<file path="config.mk">
export PLATFORM = sky130hd
export DESIGN_NAME = serial_adder
export DESIGN_NICKNAME = d
export VERILOG_FILES = /design/src/rtl/adder_pkg.sv /design/src/rtl/fa_bit.sv /design/src/rtl/serial_adder.sv
export SDC_FILE = /design/constraint.sdc
export NUM_CORES = 1
export LEC_CHECK = 0
export BUFFER_PORTS_ARGS = -buffer_cell sky130_fd_sc_hd__buf_4
export CAP_MARGIN = 20
export CORE_MARGIN = 4
export CORE_UTILIZATION = 54
export CTS_CLUSTER_DIAMETER = 200
export DETAILED_ROUTE_END_ITERATION = 12
export PLACE_DENSITY = 0.78
export REMOVE_ABC_BUFFERS = 1
export SLEW_MARGIN = 20
export SYNTH_ARGS = -nofsm -noshare
export SYNTH_HDL_FRONTEND = slang
export SYNTH_HIERARCHICAL = 1
export SYNTH_SLANG_ARGS = --single-unit
</file>
<file path="constraint.sdc">
create_clock -name CLK -period 1.76 [get_ports CLK]
set_clock_uncertainty 0.1 [all_clocks]
set_input_delay 0.176 -clock CLK [delete_from_list [all_inputs] [get_ports CLK]]
set_output_delay 0.176 -clock CLK [all_outputs]
set_load 0.05 [all_outputs]
</file>
<file path="src/rtl/adder_pkg.sv">
// rtl/adder_pkg.sv - shared FSM encoding and sizing helper for the serial adder
package adder_pkg;

    localparam logic [1:0] ST_IDLE = 2'd0;
    localparam logic [1:0] ST_RUN  = 2'd1;
    localparam logic [1:0] ST_DONE = 2'd2;

    function automatic int clog2(input int value);
        int r;
        int v;
        r = 0;
        v = value - 1;
        for (int i = 0; i < 32; i++) begin
            if (v > 0) begin
                r = r + 1;
                v = v >> 1;
            end
        end
        return r;
    endfunction

endpackage

</file>
<file path="src/rtl/fa_bit.sv">
// rtl/fa_bit.sv - combinational 1-bit full adder cell
module fa_bit (
    input  logic A,
    input  logic B,
    input  logic Cin,
    output logic S,
    output logic Cout
);

    assign S    = A ^ B ^ Cin;
    assign Cout = (A & B) | (A & Cin) | (B & Cin);

endmodule

</file>
<file path="src/rtl/serial_adder.sv">
// rtl/serial_adder.sv - bit-serial LSB-first adder/subtractor around one full-adder cell
module serial_adder
    import adder_pkg::*;
#(
    parameter int WIDTH = 8
) (
    input  logic             CLK,
    input  logic             RST,
    input  logic             Start,
    input  logic             Sub,
    input  logic [WIDTH-1:0] A,
    input  logic [WIDTH-1:0] B,
    input  logic             Cin,
    output logic             Busy,
    output logic             Done,
    output logic [WIDTH-1:0] S,
    output logic             Cout,
    output logic             Ovf
);

    localparam int CW = clog2(WIDTH);
    localparam logic [CW-1:0] CNT_MSB_IN = CW'(WIDTH - 2);
    localparam logic [CW-1:0] CNT_LAST   = CW'(WIDTH - 1);

    logic [1:0]       state_q, state_d;
    logic [CW-1:0]    cnt_q, cnt_d;
    logic [WIDTH-1:0] a_q, a_d;
    logic [WIDTH-1:0] b_q, b_d;
    logic [WIDTH-2:0] res_q, res_d;
    logic             carry_q, carry_d;
    logic             cmsb_q, cmsb_d;
    logic [WIDTH-1:0] s_q, s_d;
    logic             cout_q, cout_d;
    logic             ovf_q, ovf_d;

    logic             fa_s;
    logic             fa_co;
    logic [WIDTH-1:0] res_full;

    fa_bit u_fa (
        .A    (a_q[0]),
        .B    (b_q[0]),
        .Cin  (carry_q),
        .S    (fa_s),
        .Cout (fa_co)
    );

    // Working result: new sum bit enters at the MSB; after the last bit it is the full word.
    assign res_full = {fa_s, res_q};

    always_comb begin
        state_d = state_q;
        cnt_d   = cnt_q;
        a_d     = a_q;
        b_d     = b_q;
        res_d   = res_q;
        carry_d = carry_q;
        cmsb_d  = cmsb_q;
        s_d     = s_q;
        cout_d  = cout_q;
        ovf_d   = ovf_q;

        case (state_q)
            ST_IDLE: begin
                if (Start) begin
                    // Subtract is A + ~B + ~Cin: invert B here and fold the borrow into the carry.
                    a_d     = A;
                    b_d     = Sub ? ~B : B;
                    carry_d = Cin ^ Sub;
                    cnt_d   = '0;
                    res_d   = '0;
                    cmsb_d  = 1'b0;
                    state_d = ST_RUN;
                end
            end
            ST_RUN: begin
                a_d     = {1'b0, a_q[WIDTH-1:1]};
                b_d     = {1'b0, b_q[WIDTH-1:1]};
                res_d   = res_full[WIDTH-1:1];
                carry_d = fa_co;
                cnt_d   = cnt_q + CW'(1);
                if (cnt_q == CNT_MSB_IN) begin
                    cmsb_d = fa_co;
                end
                if (cnt_q == CNT_LAST) begin
                    s_d     = res_full;
                    cout_d  = fa_co;
                    ovf_d   = cmsb_q ^ fa_co;
                    state_d = ST_DONE;
                end
            end
            ST_DONE: begin
                state_d = ST_IDLE;
            end
            default: begin
                state_d = ST_IDLE;
            end
        endcase
    end

    always_ff @(posedge CLK) begin
        if (RST) begin
            state_q <= ST_IDLE;
            cnt_q   <= '0;
            a_q     <= '0;
            b_q     <= '0;
            res_q   <= '0;
            carry_q <= 1'b0;
            cmsb_q  <= 1'b0;
            s_q     <= '0;
            cout_q  <= 1'b0;
            ovf_q   <= 1'b0;
        end else begin
            state_q <= state_d;
            cnt_q   <= cnt_d;
            a_q     <= a_d;
            b_q     <= b_d;
            res_q   <= res_d;
            carry_q <= carry_d;
            cmsb_q  <= cmsb_d;
            s_q     <= s_d;
            cout_q  <= cout_d;
            ovf_q   <= ovf_d;
        end
    end

    assign Busy = (state_q != ST_IDLE);
    assign Done = (state_q == ST_DONE);
    assign S    = s_q;
    assign Cout = cout_q;
    assign Ovf  = ovf_q;

endmodule
</file>
==> results of run 1 <==
## power by group through the flow
stage	clock network [mW]	logic [mW]	registers, mW
final	0.592	0.238	0.976
after global routing	0.647	0.264	0.981
after CTS	0.606	0.234	0.975
after detailed placement	0	0.218	0.995
after global placement	0	0.212	0.993
after floorplan	0	0.129	0.989
## cells by family after synthesis
logic type,Yosys count,share of synthesized area
flops,40,0.469
simple gates,68,0.168
compound gates,52,0.213
buf+inv,17,0.0652
fa+ha+maj,4,0.0337
xor+xnor,10,0.0513
## final cells by class
cell class                      count  area share
Multi-Input combinational cell    134       0.387
Clock buffer                        6      0.0197
Inverter                            3     0.00537
Sequential cell                    40       0.382
Tap cell                           44      0.0262
Timing Repair Buffer               43       0.163
Clock inverter                      2      0.0167
## registers in the layout, indices dropped and copies added, names as in the netlist
signal / flops
S: 8
a_q: 8
b_q: 8
res_q: 7
cnt_q: 3
state_q: 2
Cout: 1
Ovf: 1
carry_q: 1
cmsb_q: 1
## per-layer routing
metal / track usage / routed length, um / up-vias
li1: - / - / 727
met1: 0.209 / 1600 / 662
met2: 0.296 / 1700 / 29
met3: 0.0562 / 146 / 8
met4: 0.0844 / 64 / 0
met5: 0 / 0 / -
## how the worst min path moves through the flow
stage / startpoint / end / cells after the start
CTS: B[3] / b_q[3] / 3
global route: B[3] / b_q[3] / 3
finish: B[3] / b_q[3] / 3
floorplan: RST / b_q[0] / 1
global placement: A[7] / a_q[7] / 3
detailed placement: A[7] / a_q[7] / 3
## critical path: cells and delay by family (launching register included)
kind	cells	cell delay (ns)
AOI/OAI and AO/OA	1	0.24
adders and majority gates	2	0.38
DFF	1	0.39
and+or+nand+nor	2	0.47
## cells in the final DEF (no fill, tap or decap), drive strengths merged, types with 2 or more instances in the layout
| cell type | n |
|---|---|
| nor2 | 32 |
| nor2b | 2 |
| o21ai | 4 |
| a22oi | 9 |
| a2111oi | 7 |
| a211oi | 8 |
| a21oi | 19 |
| buf | 35 |
| clkbuf | 6 |
| ha | 3 |
| dfxtp | 40 |
| xnor2 | 9 |
| nand2 | 27 |
| dlygate4sd3 | 8 |
| inv | 3 |
## what timing repair did
item                                    CTS  global route
hold endpoints to repair                  8             0
hold buffers                              8             0
endpoints found under the setup margin    0             2
gates resized for setup                   0             3
==> reports/metrics.csv, run 1 <==
stage,metric,value,unit
status,status,finished clean,
clock_tree,clock_latency,0.34,ns
layout,final_util,0.693,
critical_path,cp_slowest_stage_delay,0.40,ns
placement,dp_hpwl,2.34,mm
synthesis,ys_top_cells_by_area,"dfxtp_1, nor2_1, nand2_1, a21oi_1, xnor2_1",
route,viasPerCell,5.24,
layout,nets,252,
pwr,sw_frac_of_total,0.247,
floorplanning,pin_count,33,
critical_path,cp.arrival,1.83,ns
sta,fmax,0.598,GHz
layout,nFillCells,247,
critical_path,setup.worst_path.start_class,flip-flop,
pwr,clock_power_share,0.328,
pwr,p_switching,0.446,mW
synthesis,synthCells,191,
critical_path,setup.worst_path.start,cnt_q[0],
synthesis,synth.top_cells.by_count,"dfxtp_1, nor2_1, nand2_1",
sta,setup_ws,0.0881,ns
route,drt.antenna.violating_nets,0,
sta,fin_crit_sh,0.950,
critical_path,crit_path_end_kind,flip-flop,
route,totalWireLength,3.51,mm
critical_path,crit_required,1.92,ns
critical_path,ff2ff_path_depth,5,
critical_path,cp_slowest_cell,and3b_1,
synthesis,synth_top_area_cell,dfxtp_1,
synthesis,syn_avg_cell_area,8.94,um2
clock_tree,clk_pin_slew,0.12,ns
sta,tightest_slew,0.734,ns
run,cap_violations,0,
floorplanning,die_x,64.2,um
route,drc,0,
global_route,grt_usage,0.179,
synthesis,synth_edf_count,0,
floorplanning,die_area,4130,um2
sta,rsz0062_at_grt,false,
synthesis,synth_warnings,6,
critical_path,path_cells,ha_1 > ha_1 > and3b_1 > nor2_1 > a211oi_1,
layout,final_area,2100,um2
pwr,combPwrFrac,0.132,
route,first_iter_violations,97,
critical_path,reg2reg_slack,0.09,ns
clock_tree,cts_root_buf,clkbuf_4,
critical_path,endpoint,Ovf,
pwr,sequentialPowerShare,0.540,
synthesis,yosys.cell_types.count,31,
pwr,vdd_drop_max,0.000576,V
layout,multi_input_area,812,um2
critical_path,critical_path_class,reg2reg,
global_route,grt_first_pass_wirelength,5.82,mm
clock_tree,numCtsBuffers,5,
hold_path,hold_path.class,in2reg,
sta,maxSlewHeadroom,0.509,
global_route,grt_pass1_vias,1368,
critical_path,r2r-end,Ovf,
global_route,grt_max_degree,38,
synthesis,ys.flop_type,dfxtp_1,
synthesis,synth-async-reset-ratio,0,
clock_tree,h-tree-depth,2,
sta,hold_ws,0.0106,ns
pwr,leakagePower,0.843,nW
sta,setup_tns,0,ns
synthesis,yosysSeqAreaShare,0.469,
layout,final_cells,272,
pwr,power_density,861,nW/um2
critical_path,cpMostUsedCell,ha_1,
placement,dp.cells,256,
floorplanning,die_h,64.2,um
floorplanning,core,3030,um2
sta,hold_viol,0,
placement,gp_congestion,0.768,
sta,setup_viol,0,
placement,placed_area,1930,um2
layout,syn_to_final_growth,22.9,%
layout,drive_gt1_frac,0.211,
placement,buffer_ports.inserted,32,
sta,finalCriticalPeriod,1.67,ns
pwr,p_int,1.36,mW
clock_tree,clock_sinks,40,
global_route,overflow,0,
synthesis,synth_top_area_frac,0.469,
critical_path,crit_path_max_fanout,11,
route,via_count,1426,
floorplanning,initial_core_util,0.564,
floorplanning,row_count,20,
route,drt-pass1-iter-count,4,
pwr,finalPower,1.81,mW
layout,num_antenna_cells,0,
critical_path,r2r_start,cnt_q[0],
layout,seq_area,801,um2
sta,maxSlewViolCount,0,
route,wl_per_cell,12.9,um
placement,place_worst_setup_slack,0.135,ns
clock_tree,cts_tree,done,
clock_tree,postCtsSetupBuffers,0,
synthesis,synth_most_common_cell,dfxtp_1,
synthesis,synth_seq_cells,40,
global_route,antenna_found_initial,0,
clock_tree,clockBufferDepth,2,
synthesis,syn_area,1710,um2
Power figures use the tool's default switching activity.
==> run 2: changes to the inputs <==
--- a/config.mk
+++ b/config.mk
@@ -8,10 +8,10 @@
 export BUFFER_PORTS_ARGS = -buffer_cell sky130_fd_sc_hd__buf_4
 export CAP_MARGIN = 20
 export CORE_MARGIN = 4
-export CORE_UTILIZATION = 54
+export CORE_UTILIZATION = 51
 export CTS_CLUSTER_DIAMETER = 200
 export DETAILED_ROUTE_END_ITERATION = 12
-export PLACE_DENSITY = 0.78
+export PLACE_DENSITY = 0.75
 export REMOVE_ABC_BUFFERS = 1
 export SLEW_MARGIN = 20
 export SYNTH_ARGS = -nofsm -noshare
==> run 2 against run 1 <==
  * Global-route usage is 0.36 points higher
  * Cell count is 0.74% lower
  * Die area is 5.1% higher
  * Largest power group unchanged
  * Flip-flop and latch count stayed put
  * Highest routed layer unchanged
  * Clock power is 20% lower
  * Total power is 6.5% lower
  * Register-to-register slack better by 0.07 ns
  * Sequential power hardly changed
  * Hold slack worse by 0.0022 ns
  * Fmax is 4.1% higher
  * Critical endpoint is now cmsb_q
  * Routed wire length is 2.9% higher
==> reports/metrics.csv, run 2 (same netlist as run 1, synthesis figures left out) <==
stage,metric,value,unit,change
status,status,finished clean,,unchanged
clock_tree,clock_sinks,40,,unchanged
sta,maxSlewHeadroom,0.488,,was 0.509
sta,fin_crit_sh,0.912,,was 0.950
critical_path,critical_path_class,reg2reg,,unchanged
clock_tree,clock_latency,0.34,ns,about the same
layout,multi_input_area,813,um2,was 812 um2
route,first_iter_violations,144,,was 97
placement,buffer_ports.inserted,32,,unchanged
global_route,use_met1,0.215,,was 0.209
pwr,vdd_drop_max,0.000546,V,was 0.000576 V
floorplanning,pin_count,33,,unchanged
critical_path,ff2ff_path_depth,3,,was 5
sta,maxSlewViolCount,0,,unchanged
sta,rsz0062_at_grt,false,,unchanged
sta,fmax,0.623,GHz,was 0.598 GHz
critical_path,cp_num_cells,3,,was 5
run,cap_violations,0,,unchanged
global_route,grt_first_pass_wirelength,6.18,mm,was 5.82 mm
layout,seq_area,801,um2,unchanged
hold_path,hold_path.class,in2reg,,unchanged
clock_tree,cts_tree,done,,unchanged
clock_tree,h-tree-depth,2,,unchanged
layout,nets,250,,was 252
placement,gp_congestion,0.721,,was 0.768
route,totalWireLength,3.61,mm,was 3.51 mm
layout,num_antenna_cells,0,,unchanged
route,via_count,1466,,"was 1,426"
sta,tightest_slew,0.765,ns,was 0.734 ns
clock_tree,clk_pin_slew,0.11,ns,was 0.12 ns
critical_path,cp.buffers_inverters,0,,unchanged
critical_path,cp_slowest_cell,nor3b_2,,was and3b_1
layout,drive_gt1_frac,0.208,,was 0.211
global_route,met3_usage,0.0425,,was 0.0562
sta,hold_viol,0,,unchanged
global_route,grt_pass1_vias,1426,,"was 1,368"
critical_path,crit_required,1.88,ns,was 1.92 ns
clock_tree,clockBufferDepth,2,,unchanged
sta,hold_ws,0.00839,ns,was 0.0106 ns
route,drt.antenna.violating_nets,0,,unchanged
floorplanning,die_area,4340,um2,was 4130 um2
sta,setup_viol,0,,unchanged
global_route,antenna_found_initial,0,,unchanged
layout,syn_to_final_growth,20.9,%,was 22.9%
critical_path,cp_slowest_stage_delay,0.68,ns,was 0.40 ns
global_route,overflow,0,,unchanged
critical_path,crit_path_end_kind,flip-flop,,unchanged
global_route,grt_max_degree,38,,unchanged
sta,setup_tns,0,ns,unchanged
layout,final_common_cell,dfxtp_1,,unchanged
clock_tree,cts_root_buf,clkbuf_4,,unchanged
layout,final_cell_mix,"dfxtp_1, buf_4, nor2_1",,unchanged
sta,finalCriticalPeriod,1.61,ns,was 1.67 ns
global_route,grt_usage,0.183,,was 0.179
floorplanning,die_h,65.9,um,was 64.2 um
route,wl_per_cell,13.4,um,was 12.9 um
critical_path,setup.worst_path.start_class,flip-flop,,unchanged
floorplanning,row_count,20,,unchanged
pwr,leakagePower,0.824,nW,was 0.843 nW
clock_tree,postCtsSetupBuffers,0,,unchanged
floorplanning,die_x,65.9,um,was 64.2 um
critical_path,crit_family,simple AND/OR/NAND/NOR gates,,unchanged
placement,dp_hpwl,2.44,mm,was 2.34 mm
clock_tree,numCtsBuffers,5,,unchanged
floorplanning,core,3130,um2,was 3030 um2
critical_path,crit_path_max_fanout,10,,was 11
critical_path,cp.arrival,1.73,ns,was 1.83 ns
global_route,top_usage_layer,met2,,unchanged
hold_path,hold_depth,3,,unchanged
pwr,power_density,818,nW/um2,was 861 nW/um2
floorplanning,initial_core_util,0.546,,was 0.564
route,drt-pass1-iter-count,4,,unchanged
route,viasPerCell,5.43,,was 5.24
layout,nFillCells,270,,was 247
route,drc,0,,unchanged
critical_path,path_cells,nor3b_2 > a311o_1 > a21oi_1,,was ha_1 > ha_1 > and3b_1 > nor2_1 > a211oi_1
global_route,met2_usage,0.318,,was 0.296
==> run 2: cell count changes in the layout (fill, tap and decap cells not counted) <==
cell / change
and3b_1: -1
and3b_2: +1
buf_4: -1
bufinv_16: -1
clkbuf_1: +1
clkbuf_8: +1
clkinv_2: -1
dlygate4sd3_1: -1
==> run 2: final timing paths <==
| kind | from | to | slack, ns |
|---|---|---|---|
| worst max-delay path | state_q[0] | cmsb_q | 0.15 |
| worst min-delay path | A[2] | a_q[2] | 0.008 |
| worst max register to register | state_q[0] | cmsb_q | 0.15 |
| worst min register to register | S[6] | S[6] | 0.36 |
==> run 2: metal layers <==
layer,part of all wire,routed length [um]
met5,0,0
met4,0.016,58
met3,0.050,179
met2,0.50,1790
met1,0.44,1580
==> run 2: power breakdown <==
group | internal (mW) | switching [mW] | total [mW]
Sequential | 0.947 | 0.0294 | 0.976
Combinational | 0.113 | 0.126 | 0.239
Clock | 0.197 | 0.275 | 0.473
==> run 2: worst min-delay path, delay by kind of cell <==
kind                   cells  cell delay, ns
buffers and inverters      1            0.11
AO/OA/AOI/OAI              1            0.07
AND/OR/NAND/NOR            1            0.05
==> run 2: layout make-up <==
type,count,area share
clock buffers,8,0.0285
inverters,3,0.00545
multi-input cells,134,0.394
flip-flops and latches,40,0.388
well taps,44,0.0267
repair buffers,41,0.158
==> run 2: per-stage QoR <==
step | cells | instance area (um2) | setup WS [ns] | total power, mW | utilization
4_1_cts | 270 | 2050 | 0.0841 | 1.69 | 0.654
6_report | 270 | 2060 | 0.155 | 1.69 | 0.660
5_1_grt | 270 | 2060 | 0.0479 | 1.78 | 0.660
3_3_place_gp | 255 | 1920 | 0.213 | 1.20 | 0.613
2_1_floorplan | 177 | 1610 | 0.0694 | 1.12 | -
3_5_place_dp | 255 | 1920 | 0.135 | 1.22 | 0.613
==> run 2: timing repair <==
item                                    4_1_cts  5_1_grt
gates resized for setup                       0        4
hold buffers                                  7        0
hold endpoints to repair                      7        0
endpoints found under the setup margin        0        5
==> run 3: changes to the inputs <==
--- a/config.mk
+++ b/config.mk
@@ -5,13 +5,16 @@
 export SDC_FILE = /design/constraint.sdc
 export NUM_CORES = 1
 export LEC_CHECK = 0
+export ABC_AREA = 1
 export BUFFER_PORTS_ARGS = -buffer_cell sky130_fd_sc_hd__buf_4
 export CAP_MARGIN = 20
+export CELL_PAD_IN_SITES_DETAIL_PLACEMENT = 0
+export CELL_PAD_IN_SITES_GLOBAL_PLACEMENT = 1
 export CORE_MARGIN = 4
-export CORE_UTILIZATION = 51
+export CORE_UTILIZATION = 38
 export CTS_CLUSTER_DIAMETER = 200
 export DETAILED_ROUTE_END_ITERATION = 12
-export PLACE_DENSITY = 0.75
+export PLACE_DENSITY_LB_ADDON = 0.1
 export REMOVE_ABC_BUFFERS = 1
 export SLEW_MARGIN = 20
 export SYNTH_ARGS = -nofsm -noshare
==> run 3 against run 2 <==
  * Count of clock-buffer cells in the layout shrank 2
  * Core utilization shrank 18 points
  * Register-to-register slack gained 0.09 ns
  * Setup slack gained 0.085 ns
  * Global-route usage shrank 3.0 points
  * Non-clock buffer count grew 1
  * Clock power grew 68%
  * Via count grew 18%
  * Sequential power shrank 0.7%
  * Critical path depth grew 5
  * Largest cell class unchanged
  * Largest power group unchanged
==> reports/metrics.csv, run 3 <==
stage,metric,value,unit,change
critical_path,critical_path_class,reg2reg,,unchanged
critical_path,r2r_start,cnt_q[0],,was state_q[0]
sta,maxSlewViolCount,0,,unchanged
hold_path,hold-path-endpoint,a_q[7],,was a_q[2]
placement,gp_congestion,0.721,,about the same
floorplanning,die_h,78.2,um,was 65.9 um
synthesis,synth_most_common_cell,nand2_1,,was dfxtp_1
layout,nFillCells,554,,was 270
layout,num_antenna_cells,0,,unchanged
critical_path,crit_required,1.90,ns,was 1.88 ns
global_route,overflow,0,,unchanged
sta,tightest_slew,0.417,ns,was 0.765 ns
synthesis,synth_top_family_by_area,simple AND/OR/NAND/NOR gates,,was compound AO/OA/AOI/OAI gates
pwr,sequentialPowerShare,0.474,,was 0.578
floorplanning,die_x,78.2,um,was 65.9 um
global_route,grt_pass1_vias,1618,,"was 1,426"
synthesis,ys_top_cells_by_area,"dfxtp_1, nand2_1, a21oi_1, nor2_1, inv_1",,"was dfxtp_1, nor2_1, nand2_1, a21oi_1, xnor2_1"
layout,final_common_cell,nand2_1,,was dfxtp_1
placement,dp.cells,374,,was 255
layout,syn_to_final_growth,23.0,%,was 20.9%
synthesis,yosysSeqAreaShare,0.428,,was 0.469
synthesis,ys.flop_type,dfxtp_1,,unchanged
synthesis,synth_warnings,6,,unchanged
clock_tree,clockBufferDepth,2,,unchanged
hold_path,hold_path.class,in2reg,,unchanged
sta,hold_viol,0,,unchanged
route,first_iter_violations,76,,was 144
clock_tree,cts_resized,0,,unchanged
floorplanning,die_area,6120,um2,was 4340 um2
clock_tree,cts_root_buf,clkbuf_8,,was clkbuf_4
placement,place_worst_setup_slack,0.254,ns,was 0.135 ns
clock_tree,postCtsSetupBuffers,0,,unchanged
placement,dp_hpwl,3.05,mm,was 2.44 mm
floorplanning,initial_core_util,0.394,,was 0.546
synthesis,synthCells,277,,was 191
sta,finalCriticalPeriod,1.52,ns,was 1.61 ns
layout,final_area,2300,um2,was 2060 um2
pwr,p_switching,0.515,mW,was 0.430 mW
critical_path,setup.worst_path.start,cnt_q[0],,was state_q[0]
placement,placed_area,2180,um2,was 1920 um2
run,cap_violations,0,,unchanged
pwr,p_int,1.53,mW,was 1.26 mW
synthesis,synthAdderAreaFrac,0.0307,,was 0.0337
synthesis,synth-simple-area-share,0.337,,was 0.168
clock_tree,clk_pin_slew,0.08,ns,was 0.11 ns
clock_tree,ctsHoldBuffers,0,,was 7
critical_path,crit_path_end_kind,flip-flop,,unchanged
layout,final_cell_mix,"nand2_1, buf_4, dfxtp_1",,"was dfxtp_1, buf_4, nor2_1"
layout,final_cells,382,,was 270
sta,fin_crit_sh,0.864,,was 0.912
synthesis,synth_edf_count,0,,unchanged
route,drt-pass1-iter-count,4,,unchanged
status,status,finished clean,,unchanged
global_route,grt_max_degree,20,,was 38
clock_tree,numCtsBuffers,5,,unchanged
layout,drive_gt1_frac,0.187,,was 0.208
critical_path,reg2reg_slack,0.24,ns,was 0.15 ns
clock_tree,clock_latency,0.29,ns,was 0.34 ns
floorplanning,core,4750,um2,was 3130 um2
route,via_count,1725,,"was 1,466"
critical_path,r2r-end,S[6],,was cmsb_q
clock_tree,clock_sinks,40,,unchanged
route,drt.antenna.violating_nets,0,,unchanged
sta,setup_viol,0,,unchanged
sta,maxSlewHeadroom,0.721,,was 0.488
pwr,clock_power_share,0.388,,was 0.280
synthesis,synth_top_area_frac,0.428,,was 0.469
route,wl_per_cell,11.1,um,was 13.4 um
clock_tree,h-tree-depth,2,,unchanged
route,viasPerCell,4.52,,was 5.43
sta,setup_ws,0.240,ns,was 0.155 ns
hold_path,hold_start,RST,,was A[2]
synthesis,synthXorXnorAreaFrac,0,,was 0.0513
synthesis,synthMuxAreaShare,0,,unchanged
sta,rsz0062_at_grt,false,,unchanged
critical_path,ff2ff_path_depth,8,,was 3
route,drc,0,,unchanged
route,totalWireLength,4.23,mm,was 3.61 mm
pwr,vdd_drop_max,0.000543,V,was 0.000546 V
synthesis,synth-async-reset-ratio,0,,unchanged
critical_path,setup.worst_path.start_class,flip-flop,,unchanged
floorplanning,pin_count,33,,unchanged
synthesis,synth-compound-area-share,0.104,,was 0.213
placement,buffer_ports.inserted,32,,unchanged
global_route,antenna_found_initial,0,,unchanged
synthesis,synth.top_cells.by_count,"nand2_1, dfxtp_1, nor2_1",,"was dfxtp_1, nor2_1, nand2_1"
hold_path,hold_depth,2,,was 3
clock_tree,cts_tree,done,,unchanged
pwr,combPwrFrac,0.138,,was 0.142
global_route,grt_usage,0.152,,was 0.183
pwr,leakagePower,1.16,nW,was 0.824 nW
layout,nets,339,,was 250
sta,fmax,0.658,GHz,was 0.623 GHz
synthesis,syn_area,1870,um2,was 1710 um2
synthesis,yosys.cell_types.count,19,,was 31
pwr,sw_frac_of_total,0.252,,was 0.255
synthesis,synth_seq_cells,40,,unchanged
critical_path,crit_path_max_fanout,8,,was 10
synthesis,synth_top_area_cell,dfxtp_1,,unchanged
floorplanning,row_count,25,,was 20
global_route,grt_first_pass_wirelength,7.39,mm,was 6.18 mm
critical_path,cp.arrival,1.66,ns,was 1.73 ns
synthesis,syn_avg_cell_area,6.76,um2,was 8.94 um2
pwr,power_density,887,nW/um2,was 818 nW/um2
[run 3: cell types whose count changed after synthesis, moves of 6 or more]
cell and change:
a2111oi_1 -6, a211oi_1 -7, nand3_1 +17, nor2_1 -6, inv_1 +22, nand2_1 +81
a22oi_1 -9, o21ai_0 +8, xnor2_1 -9
[run 3: worst max-delay path by stage]
stage               endpoint  slack (ns)  cells after the start
floorplan                Ovf       -0.17                      5
global placement        S[7]        0.22                      8
detailed placement      S[2]        0.25                      8
CTS                     S[2]        0.23                      8
global route            S[1]        0.07                      8
finish                  S[6]        0.24                      8
[run 3: cell type report]
type	instances	area [um2]	share of cell area
Multi-Input combinational cell	198	882	0.383
Tap cell	67	83.8	0.0364
Inverter	27	101	0.0440
Sequential cell	40	801	0.347
Clock inverter	2	38.8	0.0168
Clock buffer	6	82.6	0.0358
Timing Repair Buffer	42	315	0.137
[run 3: logic make-up (layout without fill, tap and decap cells)]
logic type / count (synthesis) / count (layout)
and+or+nand+nor: 158 / 158
DFF: 40 / 40
buffers and inverters: 39 / 77
AOI/OAI and AO/OA: 36 / 36
adders and majority gates: 4 / 4
[run 3: stage by stage]
step / total power, mW / hold WS (ns) / utilization / setup TNS (ns)
2_1_floorplan: 1.15 / 0.145 / - / -1.34
3_3_place_gp: 1.27 / 0.346 / 0.459 / 0
3_5_place_dp: 1.27 / 0.344 / 0.459 / 0
4_1_cts: 2.07 / 0.0223 / 0.485 / 0
5_1_grt: 2.15 / 0.0308 / 0.485 / 0
6_report: 2.04 / 0.0298 / 0.485 / 0
[run 3: worst max-delay path, cell delays in order, from the launching register on]
cell and delay [ns]:
dfxtp_1 0.38, ha_1 0.16, ha_1 0.21, inv_1 0.07
nor2_1 0.18, nand2_1 0.10, inv_2 0.14, nand2_1 0.07
nand2_1 0.05
[run 3: per-layer routing]
layer	GRT usage	part of all wire	vias up	wire, um
met4	0.0577	0.017	0	71
li1	-	-	928	-
met5	0	0	-	0
met1	0.207	0.50	758	2120
met2	0.229	0.43	33	1830
met3	0.0447	0.049	6	206
[run 3: power groups by stage]
stage | registers [mW] | clock network [mW] | logic (mW)
after floorplan | 0.989 | 0 | 0.164
after global placement | 0.990 | 0 | 0.282
after detailed placement | 0.990 | 0 | 0.283
after CTS | 0.969 | 0.816 | 0.285
after global routing | 0.976 | 0.847 | 0.325
final | 0.969 | 0.794 | 0.281
